$ cat src/rtl/ixc_ptx_call_responder.sv
`default_nettype none
// ============================================================================
// Module      : ixc_ptx_call_responder
// Description : Responder end of the PTX call/return transport. Queues call
//               events in a small FIFO and serves them one at a time through
//               a req/ack handshake with the host service logic. It answers
//               each call with a one-cycle xptRtn pulse carrying the call tag.
//               Optional feature macro: IXC_PTX_TIMEOUT_EN (host-ack timeout)
// Revision    : 1.0  initial release
// ============================================================================
module ixc_ptx_call_responder #(
    parameter int DEPTH   = 4,
    parameter int TAG_W   = 8,
    parameter int CNT_W   = 3,
    parameter int TIMEOUT = 64
) (
    input  logic             uClk,
    input  logic             uRst,
    input  logic             callEvOn,
    input  logic             callEv,
    input  logic [TAG_W-1:0] callTag,
    input  logic [1:0]       dly,
    output logic             hasPTX,
    output logic             callFull,
    output logic             callOvf,
    output logic [CNT_W-1:0] pendCnt,
    output logic             hostReq,
    output logic [TAG_W-1:0] hostTag,
    input  logic             hostAck,
    output logic             xptRtn,
    output logic [TAG_W-1:0] rtnTag,
    output logic             rtnErr
);

    localparam int              c_PTR_W    = $clog2(DEPTH);
    localparam logic [CNT_W-1:0] c_FULL_CNT = CNT_W'(DEPTH);

    typedef enum logic [1:0] {
        ST_IDLE = 2'd0,
        ST_WAIT = 2'd1,
        ST_REQ  = 2'd2,
        ST_RTN  = 2'd3
    } state_t;

    logic [TAG_W-1:0]   r_mem [DEPTH];
    logic [c_PTR_W-1:0] r_wrPtr;
    logic [c_PTR_W-1:0] r_rdPtr;
    logic [CNT_W-1:0]   r_count;
    logic               r_ovf;
    logic               r_hasPtx;

    state_t             r_state;
    logic [TAG_W-1:0]   r_curTag;
    logic [1:0]         r_dcnt;
    logic               r_hostReq;
    logic [TAG_W-1:0]   r_hostTag;
    logic               r_xptRtn;
    logic [TAG_W-1:0]   r_rtnTag;

    logic w_full;
    logic w_pop;
    logic w_callOk;
    logic w_push;
    logic w_drop;
    logic w_timeout;

    // A pop frees a slot in the same cycle, so a call arriving while full is
    // still accepted when the engine is taking the head at that moment.
    assign w_full   = (r_count == c_FULL_CNT);
    assign w_pop    = (r_state == ST_IDLE) && (r_count != '0);
    assign w_callOk = callEv & callEvOn;
    assign w_push   = w_callOk & (~w_full | w_pop);
    assign w_drop   = w_callOk & w_full & ~w_pop;

`ifdef IXC_PTX_TIMEOUT_EN
    localparam int               c_TO_W    = $clog2(TIMEOUT + 1);
    localparam logic [c_TO_W-1:0] c_TO_LAST = c_TO_W'(TIMEOUT - 1);

    logic [c_TO_W-1:0] r_toCnt;
    logic              r_rtnErr;

    // Host-ack timeout: counts REQ cycles, value k-1 in the k-th REQ cycle
    always_ff @(posedge uClk or posedge uRst) begin
        if (uRst) begin
            r_toCnt <= '0;
        end else if (r_state != ST_REQ) begin
            r_toCnt <= '0;
        end else if (!w_timeout) begin
            r_toCnt <= r_toCnt + c_TO_W'(1);
        end
    end

    assign w_timeout = (r_toCnt == c_TO_LAST);
    assign rtnErr    = r_rtnErr;
`else
    logic w_unusedTimeout;
    assign w_unusedTimeout = (TIMEOUT != 0);
    assign w_timeout       = 1'b0;
    assign rtnErr          = 1'b0;
`endif

    // Pending-call storage; contents need no reset since the count gates reads
    always_ff @(posedge uClk) begin
        if (w_push) begin
            r_mem[r_wrPtr] <= callTag;
        end
    end

    // FIFO pointers, occupancy, sticky overflow and presence flag
    always_ff @(posedge uClk or posedge uRst) begin
        if (uRst) begin
            r_wrPtr  <= '0;
            r_rdPtr  <= '0;
            r_count  <= '0;
            r_ovf    <= 1'b0;
            r_hasPtx <= 1'b0;
        end else begin
            r_hasPtx <= 1'b1;
            if (w_push) begin
                r_wrPtr <= r_wrPtr + c_PTR_W'(1);
            end
            if (w_pop) begin
                r_rdPtr <= r_rdPtr + c_PTR_W'(1);
            end
            case ({w_push, w_pop})
                2'b10:   r_count <= r_count + CNT_W'(1);
                2'b01:   r_count <= r_count - CNT_W'(1);
                default: r_count <= r_count;
            endcase
            if (w_drop) begin
                r_ovf <= 1'b1;
            end
        end
    end

    // Service engine: pop, optional delay, host handshake, return pulse
    always_ff @(posedge uClk or posedge uRst) begin
        if (uRst) begin
            r_state   <= ST_IDLE;
            r_curTag  <= '0;
            r_dcnt    <= '0;
            r_hostReq <= 1'b0;
            r_hostTag <= '0;
            r_xptRtn  <= 1'b0;
            r_rtnTag  <= '0;
`ifdef IXC_PTX_TIMEOUT_EN
            r_rtnErr  <= 1'b0;
`endif
        end else begin
            case (r_state)
                ST_IDLE: begin
                    if (w_pop) begin
                        r_curTag <= r_mem[r_rdPtr];
                        r_dcnt   <= dly;
                        if (dly != 2'd0) begin
                            r_state <= ST_WAIT;
                        end else begin
                            r_state   <= ST_REQ;
                            r_hostReq <= 1'b1;
                            r_hostTag <= r_mem[r_rdPtr];
                        end
                    end
                end
                ST_WAIT: begin
                    r_dcnt <= r_dcnt - 2'd1;
                    if (r_dcnt == 2'd1) begin
                        r_state   <= ST_REQ;
                        r_hostReq <= 1'b1;
                        r_hostTag <= r_curTag;
                    end
                end
                ST_REQ: begin
                    // An ack coinciding with the timeout counts as a normal return
                    if (hostAck || w_timeout) begin
                        r_state   <= ST_RTN;
                        r_hostReq <= 1'b0;
                        r_xptRtn  <= 1'b1;
                        r_rtnTag  <= r_curTag;
`ifdef IXC_PTX_TIMEOUT_EN
                        r_rtnErr  <= ~hostAck;
`endif
                    end
                end
                ST_RTN: begin
                    r_state  <= ST_IDLE;
                    r_xptRtn <= 1'b0;
`ifdef IXC_PTX_TIMEOUT_EN
                    r_rtnErr <= 1'b0;
`endif
                end
                default: r_state <= ST_IDLE;
            endcase
        end
    end

    assign hasPTX   = r_hasPtx;
    assign callFull = w_full;
    assign callOvf  = r_ovf;
    assign pendCnt  = r_count;
    assign hostReq  = r_hostReq;
    assign hostTag  = r_hostTag;
    assign xptRtn   = r_xptRtn;
    assign rtnTag   = r_rtnTag;

endmodule
`default_nettype wire
$ cat config.mk
export PLATFORM = sky130hd
export DESIGN_NAME = ixc_ptx_call_responder
export DESIGN_NICKNAME = d
export VERILOG_FILES = /design/src/rtl/ixc_ptx_call_responder.sv
export SDC_FILE = /design/constraint.sdc
export NUM_CORES = 1
export LEC_CHECK = 0
export BUFFER_PORTS_ARGS = -buffer_cell sky130_fd_sc_hd__buf_2
export CAP_MARGIN = 20
export CORE_UTILIZATION = 56
export DETAILED_ROUTE_END_ITERATION = 10
export HOLD_SLACK_MARGIN = 0.15
export PLACE_DENSITY = 0.82
export SLEW_MARGIN = 20
export SYNTH_ARGS = -nofsm -noshare
export SYNTH_HDL_FRONTEND = slang
export SYNTH_SLANG_ARGS = --single-unit
$ cat constraint.sdc
create_clock -name uClk -period 4.4 [get_ports uClk]
set_input_delay 1.32 -clock uClk [delete_from_list [all_inputs] [get_ports uClk]]
set_output_delay 1.32 -clock uClk [all_outputs]
set_load 0.005 [all_outputs]
== Word-level counts from Yosys, hierarchy flattened ==
Memories as Yosys holds them, arrays and structs flattened.
Index checks and enable logic that the tools add are counted.

* Input port bits: 15
* Bits in writable memories: 32
* Output and inout port bits: 25
* Logic and storage cells: 72
* Memories kept: 1
* Bits in registers: 39

* Mux-type cells: 21
* Add/subtract/negate cells: 5
* Bitwise operators: 7
* Reductions and logical operators: 15
* Equality and inequality tests: 11

{| class="wikitable"
|+ Memory list
! name !! depth !! width !! read ports !! clocked after memory_dff !! write ports !! RTL line !! source
|-
| r_mem || 4 || 8 || 1 || 0 || 1 || 45 || <nowiki>logic [TAG_W-1:0] r_mem [DEPTH];</nowiki>
|}

{| class="wikitable"
|+ Operators by type and width
! kind !! count
|-
| 2-to-1 mux 8 bit || 3
|-
| case mux 8 bit (2 select lines) || 1
|-
| 2-to-1 mux 2 bit || 5
|-
| inequality test 2 bit, second input constant || 4
|-
| case mux 2 bit (4 select lines) || 1
|-
| AND reduction 2 bit || 4
|-
| nonzero test 2 bit || 4
|-
| 2-to-1 mux 1 bit || 7
|-
| == test 2 x 1 -> 1 bit, second input constant || 3
|-
| == test 2 bit, second input constant || 3
|-
| case mux 3 bit (2 select lines) || 1
|-
| nonzero test 3 bit || 2
|-
| AND reduction 5 bit || 1
|-
| adder 2 x 1 -> 2 bit, second input constant || 2
|-
| AND 1 bit || 4
|-
| case mux 2 bit (2 select lines) || 1
|-
| AND reduction 4 bit || 1
|-
| adder 3 x 1 -> 3 bit, second input constant || 1
|-
| == test 3 bit, second input constant || 1
|-
| case mux 1 bit (3 select lines) || 1
|-
| AND reduction 3 bit || 1
|-
| subtractor 3 x 1 -> 3 bit, second input constant || 1
|-
| logical NOT 2 bit || 1
|-
| NOT 1 bit || 2
|-
| other kinds (4) || 4
|}

== Logic depth before layout (Yosys ltp) ==
* Depth in word-level cells: 6
* Depth in mapped cells: 8
* Depth with buffers taken out: 7

== Worst setup path before layout ==
Ideal clock, no wire load.

* Path type: input to register
* From: input callEv
* To: register r_count[2], in the netlist pendCnt[2]
* Buffers on the path: 1
* Setup time: 0.094 ns
* Arrival time: 2.854 ns
* Data required time: 4.306 ns
* Stages on the path: 6
* Setup slack: 1.452 ns
* Path through: clkbuf_1 nand2_1 nand2_1 fa_1 or4_1 a221oi_2

* Longest elaborated chain between the ends: 4
* Elaborated cells on any way between the ends: 6
* Classes of those cells: eq/ne (2); mux (1); bitwise (2); reduce/logical (1)

{| class="wikitable"
|+ Ends and longest elaborated chain
! element !! RTL line !! source
|-
| from (decl) || 20 || <nowiki>input logic callEv,</nowiki>
|-
| AND 1 bit * || 71 || <nowiki>assign w_callOk = callEv & callEvOn;</nowiki>
|-
| AND 1 bit * || 72 || <nowiki>assign w_push = w_callOk & (~w_full | w_pop);</nowiki>
|-
| == test 2 x 1 -> 1 bit or == test 2 bit (tied branches) || 125 || <nowiki>case ({w_push, w_pop})</nowiki>
|-
| case mux 3 bit (2 select lines) or nonzero test 2 bit (tied branches) || -- ||
|-
| to (signal assigned) || 126 || <nowiki>2'b10: r_count <= r_count + CNT_W'(1);</nowiki>
|-
| to (signal assigned) || 127 || <nowiki>2'b01: r_count <= r_count - CNT_W'(1);</nowiki>
|-
| to (signal assigned) || 128 || <nowiki>default: r_count <= r_count;</nowiki>
|-
| to (decl) || 48 || <nowiki>logic [CNT_W-1:0] r_count;</nowiki>
|}

Every way passes the cells marked *; elsewhere a longest branch is shown, timed or not.
A chain may end at the register's enable or synchronous reset.

== Worst setup path after layout ==
* From: register r_state[0]
* To: register r_count[2], in the netlist pendCnt[2]

* Longest elaborated chain between the ends: 6
* Elaborated cells on any way between the ends: 8
* Classes of those cells: eq/ne (2); mux (1); bitwise (2); reduce/logical (3)

{| class="wikitable"
|+ Ends and longest elaborated chain
! element !! RTL line !! source
|-
| from (decl) || 52 || <nowiki>state_t r_state;</nowiki>
|-
| from (signal assigned) || 139 || <nowiki>r_state <= ST_IDLE;</nowiki>
|-
| from (signal assigned) || 156 || <nowiki>r_state <= ST_WAIT;</nowiki>
|-
| from (signal assigned) || 158 || <nowiki>r_state <= ST_REQ;</nowiki>
|-
| logical NOT 2 bit * || 70 || <nowiki>assign w_pop = (r_state == ST_IDLE) && (r_count != '0);</nowiki>
|-
| logical AND 1 bit * || 70 ||
|-
| OR 1 bit || 72 ||
|-
| AND 1 bit || 72 ||
|-
| == test 2 x 1 -> 1 bit or == test 2 bit (tied branches) || 125 ||
|-
| case mux 3 bit (2 select lines) or nonzero test 2 bit (tied branches) || -- ||
|}

Marks and branches as above.

==> results by group <==
STA
  – Setup TNS: 0 ns
  – Max-slew violation count: 0
  – Final-report hold violation count: 0
  – Fmax: 358 MHz
  – Crit share post-route: 63.5%
  – RSZ-0062 raised after global routing: false
  – Final setup fails: 0
  – Max_slew headroom: a little over half
  – Worst-Margin Slew: 0.701 ns
  – Setup Skew: 0.00880 ns
  – Tmin final: 2.80 ns

Logic synthesis
  – Yosys top cell area share: roughly 29%
  – Syn_nets: 275
  – Synth Area in XOR/XNOR: 0.792%
  – Synthesis Warnings: 0
  – Ys async rst share: 54.9%
  – Post-synthesis cell area: 3320 um^2
  – Area fraction in compound gates after synthesis: 9.92%
  – Number of synthesized flops with an enable pin: 32
  – Post-Synth Adder-Cell Area: under 10%
  – Post-synth top area cell: dfrtp_1
  – Register area share after synthesis: between 50% and 60%
  – Number of synthesized register bits: 71
  – Avg Synthesized Cell Area: between 10 and 15 um^2
  – Most common cell in the netlist: dfrtp_1
  – Synthesized instance count: 250
  – Largest family of logic cells by synthesized area: multiplexers
  – Largest cells by area after synthesis: dfrtp_1, edfxtp_1, mux2_2, mux2i_1, ha_1
  – Distinct cells, synth: 50
  – Post-synth top cells: dfrtp_1, edfxtp_1, mux2_2
  – Multiplexer share of the synthesized area: between 10% and 20%
  – Ys flop type: dfrtp_1
  – Simple-gate share of the synthesized area: 8.75%

Drt
  – DRC: 0
  – DR vias: 2021
  – Wire per inst: roughly 15 um
  – ANT nets after route: 0
  – Vias per cell: 5.57
  – Routed WL: 5.52 mm
  – Drt initial violations: 176
  – Pre-antenna DRT Iters: 5

Die
  – Initial core utilization: 59.1%
  – DIE WIDTH: 78.9 um
  – Core Footprint: between 5000 and 6000 um^2
  – Row count: 27
  – Ports: 40
  – Total die area: 6230 um^2
  – Die Ht: 78.9 um

Placed design
  – Post-DP HPWL: approximately 3.9 mm
  – Port buffer count: 38
  – Area of placed instances: 3530 um^2
  – RePlAce Congestion: 0.779
  – Dpl cells: 347

Clock tree
  – H-tree depth: 3
  – Hold_buf cts: 0
  – Root buffer cell: clkbuf_8
  – CTS tree: built
  – Total CTS buffers: 9
  – CTS resizes: 0
  – Worst-skew pair later-pin latency: 0.34 ns
  – Max clock buf depth: 2
  – Clk slew on worst S/H paths: 0.07 ns
  – Post-CTS Setup Inserts: 0
  – CTS sink cnt: about 70

Outcome
  – Status: completed

Cells and area
  – Non-Filler Instances: 363
  – Fraction of layout cells with a size suffix above 1: 29.9%
  – Final layout net count: 311
  – Multi-input gate area: about 1200 um^2
  – Antenna cells: 0
  – FF/Latch Area: 1940 um^2
  – Finished Cell Area: 3750 um^2
  – Final-layout fill cell count: 416
  – Area added between synthesis and finish: 13.2%

Worst setup path
  – CP Capture Type: flop
  – Setup CP Type: reg2reg
  – CP Launch Type: flop
  – CP arrival: 3.05 ns
  – CP required: approximately 4.7 ns
  – Worst Path Max Fanout: 20

Global routing
  – First-pass GRT wire length: 9.00 mm
  – Vias in the first global route: 1900
  – Largest net degree at the start of global routing: 40
  – Initial antenna violation count: 0
  – Global-route usage over all layers: between 10% and 20%
  – GR Overflow Total: 0

Worst hold path
  – Worst Hold Class: reg2reg

Power
  – Pwr Total: 2.70 mW
  – Maximum vdd drop: 0.264 mV
  – Pwr dens: 719 nW/um^2
  – Leak pwr: approximately 1.6 nW

Flow run
  – Total of max-cap violations: 0
per-layer routing:
layer  up-vias  wire (um)  GRT usage (%)
li1        984          -              -
met1       969       2550           26.3
met2        60       2650           29.7
met3         8        229           4.60
met4         0         89           11.3
met5         -          0              0
registers in the layout, summed over array words and instances, names as in the netlist:
register,cells
r_mem,32
hostTag,8
r_curTag,8
rtnTag,8
pendCnt,3
r_dcnt,2
r_rdPtr,2
r_state,2
r_wrPtr,2
callOvf,1
hasPTX,1
hostReq,1
xptRtn,1
cell type report:
cell class                      instances  share of cell area, %
Clock buffer                           10                   3.40
Tap cell                               72                   2.40
Sequential cell                        71                   51.6
Inverter                               18                   1.80
Timing Repair Buffer                   39                   5.27
Clock inverter                          6                   2.27
Multi-Input combinational cell        147                   33.2
power by group:
group | leakage, nW | internal, mW | total (mW) | switching (mW)
clock | 0.104 | 0.317 | 0.550 | 0.233
combinational | 0.719 | 0.526 | 1.04 | 0.510
sequential | 0.759 | 0.910 | 1.11 | 0.202
total | 1.58 | 1.75 | 2.70 | 0.945
placed cells by master, fill, tap and decap left out, types with 4 or more instances in the layout:
cell type | netlist | final
clkbuf_8 | 0 | 9
ha_1 | 9 | 9
mux2i_1 | 16 | 16
nor2b_1 | 5 | 5
mux2_2 | 26 | 26
nand2_1 | 14 | 14
o21ai_0 | 12 | 12
a222oi_1 | 8 | 8
edfxtp_1 | 32 | 32
dfrtp_1 | 39 | 39
buf_2 | 6 | 38
inv_1 | 18 | 18
and2_1 | 4 | 4
worst max-delay path: stages, from the launching register on:
cell and delay (ns):
dfrtp_1 0.41, inv_1 0.10, ha_1 0.55, o31a_1 0.32, nand2_1 0.10, fa_1 0.43
or4_1 0.55, a221oi_2 0.25
kinds of logic (layout without fill, tap and decap cells):
kind of cell | count (synthesis) | count (layout)
AND/OR/NAND/NOR | 49 | 49
XOR/XNOR | 3 | 3
other | 2 | 2
flip-flops | 71 | 71
buffers and inverters | 32 | 73
AO/OA/AOI/OAI | 41 | 41
multiplexers | 42 | 42
adder cells (fa/ha/maj) | 10 | 10
path summary, 6_finish.rpt:
| kind | start | end | slack (ns) | depth (start not counted) |
|---|---|---|---|---|
| max in group asynchronous | uRst | xptRtn$_DFFE_PP0P_ | 2.98 | 3 |
| worst max register to register | r_state[0]$_DFFE_PP0P_ | pendCnt[2]$_DFFE_PP0P_ | 1.60 | 7 |
| worst max-delay path | r_state[0]$_DFFE_PP0P_ | pendCnt[2]$_DFFE_PP0P_ | 1.60 | 7 |
| worst min register to register | callOvf$_DFFE_PP0P_ | callOvf$_DFFE_PP0P_ | 0.47 | 1 |
| min in group asynchronous | uRst | r_state[0]$_DFFE_PP0P_ | 1.09 | 3 |
| worst min-delay path | callOvf$_DFFE_PP0P_ | callOvf$_DFFE_PP0P_ | 0.47 | 1 |
metrics by stage:
| stage | hold slack, ns | util, % | setup WS (ns) |
|---|---|---|---|
| after floorplan | 0.466 | - | 1.45 |
| after global placement | 0.457 | 63.0 | 1.44 |
| after detailed placement | 0.456 | 63.0 | 1.37 |
| after CTS | 0.475 | 66.8 | 1.66 |
| after global routing | 0.498 | 66.9 | 1.46 |
| final | 0.468 | 66.9 | 1.60 |
Power figures use the tool's default switching activity.
